$ cat config.mk
export PLATFORM = sky130hd
export DESIGN_NAME = multicycle_fetch_unit
export DESIGN_NICKNAME = d
export VERILOG_FILES = /design/src/rtl/multicycle_fetch_unit.sv
export SDC_FILE = /design/constraint.sdc
export NUM_CORES = 1
export LEC_CHECK = 0
export ABC_AREA = 1
export ABC_CLOCK_PERIOD_IN_PS = 4800
export CORE_MARGIN = 2
export CORE_UTILIZATION = 45
export CTS_BUF_LIST = sky130_fd_sc_hd__clkbuf_8 sky130_fd_sc_hd__clkbuf_16
export CTS_CLUSTER_DIAMETER = 120
export DETAILED_ROUTE_END_ITERATION = 12
export PLACE_DENSITY = 0.87
export SLEW_MARGIN = 40
export SYNTH_ARGS = -nofsm -noshare
export SYNTH_HDL_FRONTEND = slang
export SYNTH_SLANG_ARGS = --single-unit
$ cat constraint.sdc
create_clock -name clk -period 4.8 [get_ports clk]
set_clock_uncertainty 0.05 [all_clocks]
set_input_delay 1.44 -clock clk [delete_from_list [all_inputs] [get_ports clk]]
set_output_delay 1.44 -clock clk [all_outputs]
set_load 0.005 [all_outputs]
$ cat src/rtl/multicycle_fetch_unit.sv
// Instruction fetch stage: owns the PC, issues one synchronous imem read at a
// time and hands the fetched word to decode over a valid/ready handshake.
module multicycle_fetch_unit #(
  parameter int unsigned             PC_WIDTH    = 8,
  parameter int unsigned             INSTR_WIDTH = 32,
  parameter logic [PC_WIDTH-1:0]     RESET_PC    = {PC_WIDTH{1'b0}}
) (
  input  logic                   clk,
  input  logic                   rst,
  input  logic                   fetch_en,
  output logic                   imem_rd_en,
  output logic [PC_WIDTH-1:0]    imem_addr,
  input  logic [INSTR_WIDTH-1:0] imem_rdata,
  input  logic                   redirect_valid,
  input  logic [PC_WIDTH-1:0]    redirect_pc,
  output logic                   fet_valid,
  input  logic                   fet_ready,
  output logic [INSTR_WIDTH-1:0] fet_instruction,
  output logic [PC_WIDTH-1:0]    fet_pc,
  output logic [PC_WIDTH-1:0]    debug_pc_out,
  output logic [PC_WIDTH-1:0]    debug_pc_input,
  output logic [15:0]            debug_fetch_count
);

  typedef enum logic [1:0] {
    S_IDLE = 2'd0,
    S_REQ  = 2'd1,
    S_WAIT = 2'd2,
    S_HOLD = 2'd3
  } state_e;

  function automatic logic [PC_WIDTH-1:0] pc_incr(input logic [PC_WIDTH-1:0] pc);
    pc_incr = pc + {{(PC_WIDTH-1){1'b0}}, 1'b1};
  endfunction

  state_e                 state_q, state_d, state_nrm;
  logic [PC_WIDTH-1:0]    pc_q, pc_d, pc_nrm;
  logic                   fet_valid_q, fet_valid_d, fet_valid_nrm;
  logic [INSTR_WIDTH-1:0] fet_instr_q, fet_instr_d, fet_instr_nrm;
  logic [PC_WIDTH-1:0]    fet_pc_q, fet_pc_d, fet_pc_nrm;
  logic                   rd_en_q, rd_en_d;
  logic [15:0]            count_q, count_d;
  logic                   handshake;

  // Next-state and datapath: normal FSM progress first, then redirect override
  always_comb begin
    state_nrm     = state_q;
    pc_nrm        = pc_q;
    fet_valid_nrm = fet_valid_q;
    fet_instr_nrm = fet_instr_q;
    fet_pc_nrm    = fet_pc_q;
    handshake     = fet_valid_q & fet_ready;

    if (handshake) begin
      count_d = count_q + 16'd1;
    end else begin
      count_d = count_q;
    end

    case (state_q)
      S_IDLE: begin
        if (fetch_en) begin
          state_nrm = S_REQ;
        end else begin
          state_nrm = S_IDLE;
        end
      end
      S_REQ: begin
        state_nrm = S_WAIT;
      end
      S_WAIT: begin
        fet_instr_nrm = imem_rdata;
        fet_pc_nrm    = pc_q;
        fet_valid_nrm = 1'b1;
        state_nrm     = S_HOLD;
      end
      S_HOLD: begin
        if (handshake) begin
          pc_nrm        = pc_incr(pc_q);
          fet_valid_nrm = 1'b0;
          if (fetch_en) begin
            state_nrm = S_REQ;
          end else begin
            state_nrm = S_IDLE;
          end
        end else begin
          state_nrm = S_HOLD;
        end
      end
      default: begin
        state_nrm     = S_IDLE;
        fet_valid_nrm = 1'b0;
      end
    endcase

    // A redirect drops any in-flight read and any unaccepted instruction;
    // a handshake in the same cycle has already been counted above.
    if (redirect_valid) begin
      pc_d        = redirect_pc;
      fet_valid_d = 1'b0;
      fet_instr_d = fet_instr_q;
      fet_pc_d    = fet_pc_q;
      if (fetch_en) begin
        state_d = S_REQ;
      end else begin
        state_d = S_IDLE;
      end
    end else begin
      pc_d        = pc_nrm;
      fet_valid_d = fet_valid_nrm;
      fet_instr_d = fet_instr_nrm;
      fet_pc_d    = fet_pc_nrm;
      state_d     = state_nrm;
    end

    rd_en_d = (state_d == S_REQ);
  end

  // State and output registers with synchronous reset
  always_ff @(posedge clk) begin
    if (rst) begin
      state_q     <= S_IDLE;
      pc_q        <= RESET_PC;
      fet_valid_q <= 1'b0;
      fet_instr_q <= {INSTR_WIDTH{1'b0}};
      fet_pc_q    <= {PC_WIDTH{1'b0}};
      rd_en_q     <= 1'b0;
      count_q     <= 16'd0;
    end else begin
      state_q     <= state_d;
      pc_q        <= pc_d;
      fet_valid_q <= fet_valid_d;
      fet_instr_q <= fet_instr_d;
      fet_pc_q    <= fet_pc_d;
      rd_en_q     <= rd_en_d;
      count_q     <= count_d;
    end
  end

  assign imem_rd_en        = rd_en_q;
  assign imem_addr         = pc_q;
  assign fet_valid         = fet_valid_q;
  assign fet_instruction   = fet_instr_q;
  assign fet_pc            = fet_pc_q;
  assign debug_pc_out      = pc_q;
  assign debug_pc_input    = rst ? RESET_PC : pc_d;
  assign debug_fetch_count = count_q;

endmodule
==> metrics.txt, run 1 <==
Worst Reg2Reg Path Length in Cells 7; drt total wl 8.09 mm; Final Cycle Share 97.7%; Tightest Pin Transition around 0.52 ns; CP top delay family buffers and inverters; endpoint type of the worst setup path primary output; fin worst setup slack 0.109 ns; Pre-antenna DRT Iters 5; Die H 84.5 microns; CTS Buf Count 9; pre-CTS WS 0.0709 ns; WHS Path Cells 2; Final Slew Violations 0; min cycle time layout ~4.7 ns; total leakage power roughly 0.0016 uW; Hold/Removal Path Class flop to flop; yosys warns 0; DR DRC count 0; commonest non-fill, non-tap cell in the layout clkdlybuf4s50_1; first-pass GRT wire length 13.6 mm; sequential-to-total area share from yosys stat 46.7%; routed vias a little under 3000; Fmax 213 MHz; worst path buffer plus inverter count 3; relative slew slack 65.0%; die area 7140 sq um; worst skew pair latency roughly 0.33 ns; chip width 84.5 microns; global route total overflow 0; Post-Syn Area 2920 sq um; Critical Path Max Stage Delay 0.53 ns; largest net degree at the start of global routing 42; outcome finished clean; total track usage 23.3%; most frequent cells in the layout clkdlybuf4s50_1 (123), nand2_1 (74), dfxtp_1 (68); Clock transition at path regs approximately 0.060 ns; worst path cell trace clkdlybuf4s50_1 > nand2_2 > nor2_4 > buf_4 > nand3_1 > nand2_1 > nand2_1 > a21oi_2 > clkdlybuf4s50_1; Hold Vio Cnt, Final 0; critical path arrival 3.20 ns; H-Tree Depth 3; clock sinks 68; Final HPWL DP a little under 6 mm; Min Hold Slack around 0.41 ns; CTS Hold Buffers Added 0; Yosys reg bits 68; Clk Tree Root Cell clkbuf_8; layout cells sized above 1 8.20%; CP Class input pin to primary output; crit path max-delay cell type clkdlybuf4s50_1; syn_area_per_cell 7.48 sq um; Stages on worst setup path 9; drt wl/cell 13.7 microns; starting density of the core 46.2%; num rows 29; syn nets roughly 440; setup_tns 0 ns; DRT iter0 DRCs just over 200; power per cell area 269 nW/um^2; max-cap viol count 0; final non-filler cell total 589; Worst VDD drop just over 0.2 mV; critical path peak fanout 7; number of global-route vias before repair 2894; initial antenna violation count 0; Critical Path Start Type input pin; number of I/O port buffers 126; CTS tree done; Final #Nets 555; Worst Path Required 3.31 ns; Final ANT Viol Nets 0; final std cell area, no fill roughly 4400 sq um; core area 6310 sq um; Longest Clk Path Bufs 2; via/cell ratio between 5 and 6; Cells after Synth 390; final setup fails 0; Antenna Cells 0; Netlist cell types 29; area delta synth->final 50.2%; Boundary Pins 127; DP Cell Count around 570; Placed Instance Area 4170 sq um; Placer Congestion 0.827; RSZ-0062 raised after global routing false
==> final cells by class <==
class,count,area (sq um)
inverter,38,144
timing repair buffer,136,1340
clock buffer,10,138
fill,531,1930
sequential,68,1360
multi-input combinational,255,1260
tap,77,96.3
clock inverter,5,46.3
==> final timing paths <==
check,endpoint,startpoint,slack (ns)
min reg2reg,fet_pc[0],fet_pc[0],0.41
min,fet_pc[0],fet_pc[0],0.41
max reg2reg,state_q[0],state_q[1],2.98
max,debug_pc_input[4],fet_ready,0.11
==> cells in the mapped netlist, drive strengths merged <==
cell type  count  area (sq um)
nand4          1          6.26
nor3b          2          15.0
ha             2          25.0
o21bai         1          7.51
a21oi         56           280
nand3         52           280
dfxtp         68          1360
clkinv         1          5.00
nor2          30           153
a211oi         1          7.51
a21o           1          7.51
o21ai         20           100
nor4           1          6.26
o31ai          1          7.51
nor3           6          30.0
buf           23           135
inv           37           139
xor2           1          8.76
o211ai         1          7.51
nand2         78           303
clkbuf         6          22.5
xnor2          1          8.76
==> routing by layer <==
| metal | wire, microns | GRT usage (%) |
|---|---|---|
| met5 | 0 | 0 |
| met4 | 60 | 4.76 |
| met3 | 661 | 8.65 |
| met2 | 4060 | 39.4 |
| met1 | 3310 | 28.5 |
==> flip-flops by register name, indices dropped and copies added (netlist names) <==
register           flops
debug_fetch_count     16
fet_instruction       32
debug_pc_out           8
state_q                2
fet_valid              1
fet_pc                 8
imem_rd_en             1
==> worst register-to-register path, stage by stage, from the launching register on <==
cell,delay (ns)
dfxtp_1,0.33
inv_1,0.11
nor2_2,0.05
nand2_1,0.39
buf_4,0.39
o31ai_1,0.17
a21oi_1,0.16
nor2_1,0.05
==> timing repair <==
action,in CTS,in global routing
gates resized for setup,0,3
setup endpoints to repair,0,1
setup buffers,0,2
==> kinds of logic after synthesis <==
| kind of cell | Yosys count | synth area share, % |
|---|---|---|
| simple gates | 170 | 27.2 |
| compound gates | 81 | 14.3 |
| flops | 68 | 46.7 |
| buf+inv | 67 | 10.3 |
| xor+xnor | 2 | 0.601 |
| fa+ha+maj | 2 | 0.858 |
==> through the flow <==
| stage | util [%] | total power [uW] |
|---|---|---|
| after floorplan | - | 659 |
| after global routing | 69.4 | 1230 |
| after detailed placement | 66.1 | 746 |
| final | 69.4 | 1180 |
| after global placement | 66.1 | 743 |
| after CTS | 69.0 | 1190 |
==> power by group <==
part / switching [uW] / total (uW) / leakage (uW) / internal, uW
clock: 198 / 443 / 0.000106 / 245
combinational: 61.1 / 143 / 0.000957 / 82.1
sequential: 13.1 / 591 / 0.000551 / 578
(Power assumes the default switching activity.)
==> run 2: changes to the inputs <==
--- a/config.mk
+++ b/config.mk
@@ -8,11 +8,11 @@
 export ABC_AREA = 1
 export ABC_CLOCK_PERIOD_IN_PS = 4800
 export CORE_MARGIN = 2
-export CORE_UTILIZATION = 45
-export CTS_BUF_LIST = sky130_fd_sc_hd__clkbuf_8 sky130_fd_sc_hd__clkbuf_16
+export CORE_UTILIZATION = 47
+export CTS_BUF_LIST = sky130_fd_sc_hd__clkbuf_4
 export CTS_CLUSTER_DIAMETER = 120
 export DETAILED_ROUTE_END_ITERATION = 12
-export PLACE_DENSITY = 0.87
+export PLACE_DENSITY = 0.9
 export SLEW_MARGIN = 40
 export SYNTH_ARGS = -nofsm -noshare
 export SYNTH_HDL_FRONTEND = slang
==> metrics.txt, run 2 (synthesis results as in run 1) <==
Min Hold Slack between 0.4 and 0.5 ns; Critical Path Start Type input pin; Worst VDD drop between 0.15 and 0.2 mV; Pre-antenna DRT Iters 4; CP startpoint fet_ready; starting density of the core between 40% and 50%; Fmax 213 MHz; outcome finished clean; relative slew slack ~66%; final setup fails 0; chip width 82.8 microns; total leakage power 0.00160 uW; largest net degree at the start of global routing ~50; Filler Cell Count 463; Final Slew Violations 0; Clock transition at path regs ~0.11 ns; via/cell ratio between 5 and 6; critical path peak fanout 5; Post-Route Utilization 73.4%; Hold Vio Cnt, Final 0; Hold/Removal Path Class flop to flop; setup_tns 0 ns; initial antenna violation count 0; Final ANT Viol Nets 0; max layer used met4; DRT iter0 DRCs around 150; core area 5960 sq um; number of I/O port buffers 126; Boundary Pins 127; Placer Congestion between 0.8 and 0.9; RSZ-0062 raised after global routing false; Final HPWL DP approximately 5.7 mm; reg2reg end fet_pc[5]; Final #Nets about 560; Worst Path Required 3.31 ns; first-pass GRT wire length about 13 mm; commonest non-fill, non-tap cell in the layout clkdlybuf4s50_1; total track usage 24.7%; power per cell area 276 nW/um^2; final non-filler cell total 588; max-cap viol count 0; routed vias 3036; clock sinks 68; area delta synth->final 49.9%; Die H roughly 83 microns; layout cells sized above 1 8.58%; max reg flops 32; min cycle time layout 4.69 ns; Antenna Cells 0; most frequent cells in the layout clkdlybuf4s50_1 (123), nand2_1 (74), dfxtp_1 (68); drt wl/cell 13.9 microns; critical path arrival 3.20 ns; DP Cell Count 570; CTS Buf Count 9; Tightest Pin Transition 0.507 ns; Longest Clk Path Bufs 2; num rows 28; reg2reg setup slack approximately 3.1 ns; drt total wl 8.18 mm; global route total overflow 0; die area 6850 sq um; endpoint type of the worst setup path primary output; Worst Reg2Reg Path Length in Cells 7; worst skew pair latency 0.41 ns; DR DRC count 0; CP Class input pin to primary output; Final Cycle Share 97.8%; Worst Setup EP debug_pc_input[6]; WHS Path Cells 2; number of global-route vias before repair 2855; total power approximately 1200 uW; Met1 Wirelength 3.31 mm; WL met2 4.08 mm; Clk Tree Root Cell clkbuf_4; H-Tree Depth 3; R2R Path Start state_q[1]; CTS tree done; met3 WL post-DR 657 microns
==> run 2: layout make-up <==
type                            count  area, sq um  share of cell area [%]
Clock buffer                        9         67.6                    1.55
Clock inverter                      7          115                    2.63
Inverter                           38          144                    3.29
Multi-Input combinational cell    255         1250                    28.7
Sequential cell                    68         1360                    31.1
Tap cell                           75         93.8                    2.15
Timing Repair Buffer              136         1340                    30.6
==> run 2: per-layer routing <==
layer	vias to the layer above	GRT usage [%]
met1	1420	27.1
met5	-	0
met2	98	42.3
met4	0	9.84
li1	1507	-
met3	11	10.3
==> run 2: worst min-delay path by stage <==
| stage | start | endpoint |
|---|---|---|
| after global placement | fet_instruction[29] | fet_instruction[29] |
| final | fet_instruction[7] | fet_instruction[7] |
| after floorplan | fet_instruction[0] | fet_instruction[0] |
| after CTS | fet_pc[0] | fet_pc[0] |
| after detailed placement | fet_instruction[7] | fet_instruction[7] |
| after global routing | fet_pc[2] | fet_pc[2] |
==> run 2: timing repair <==
item	4_1_cts	5_1_grt
endpoints found under the hold margin	0	0
pin swaps	1	1
hold buffers	0	0
endpoints found under the setup margin	1	3
resized for setup	0	2
buffers inserted	2	0
==> run 2: worst max-delay path, cell delays in order <==
cell,delay [ns]
clkdlybuf4s50_1,0.47
nand2_2,0.08
nor2_4,0.12
buf_4,0.14
nand3_1,0.08
nor2_1,0.10
nand3_1,0.07
nand3_1,0.09
nand2_1,0.06
inv_1,0.07
clkdlybuf4s50_1,0.49
==> run 2: per-stage QoR <==
| stage | area, sq um | worst slack (ns) |
|---|---|---|
| final | 4370 | 0.107 |
| after global routing | 4370 | 0.0102 |
| after CTS | 4370 | 0.0525 |
| after detailed placement | 4170 | 0.00838 |
| after global placement | 4170 | 0.102 |
| after floorplan | 2920 | 1.10 |
==> run 2: report_power, final <==
part | total (uW) | switching (uW) | internal [uW]
sequential | 591 | 12.8 | 578
clock | 473 | 211 | 262
combinational | 142 | 60.4 | 82.0
total | 1210 | 284 | 921
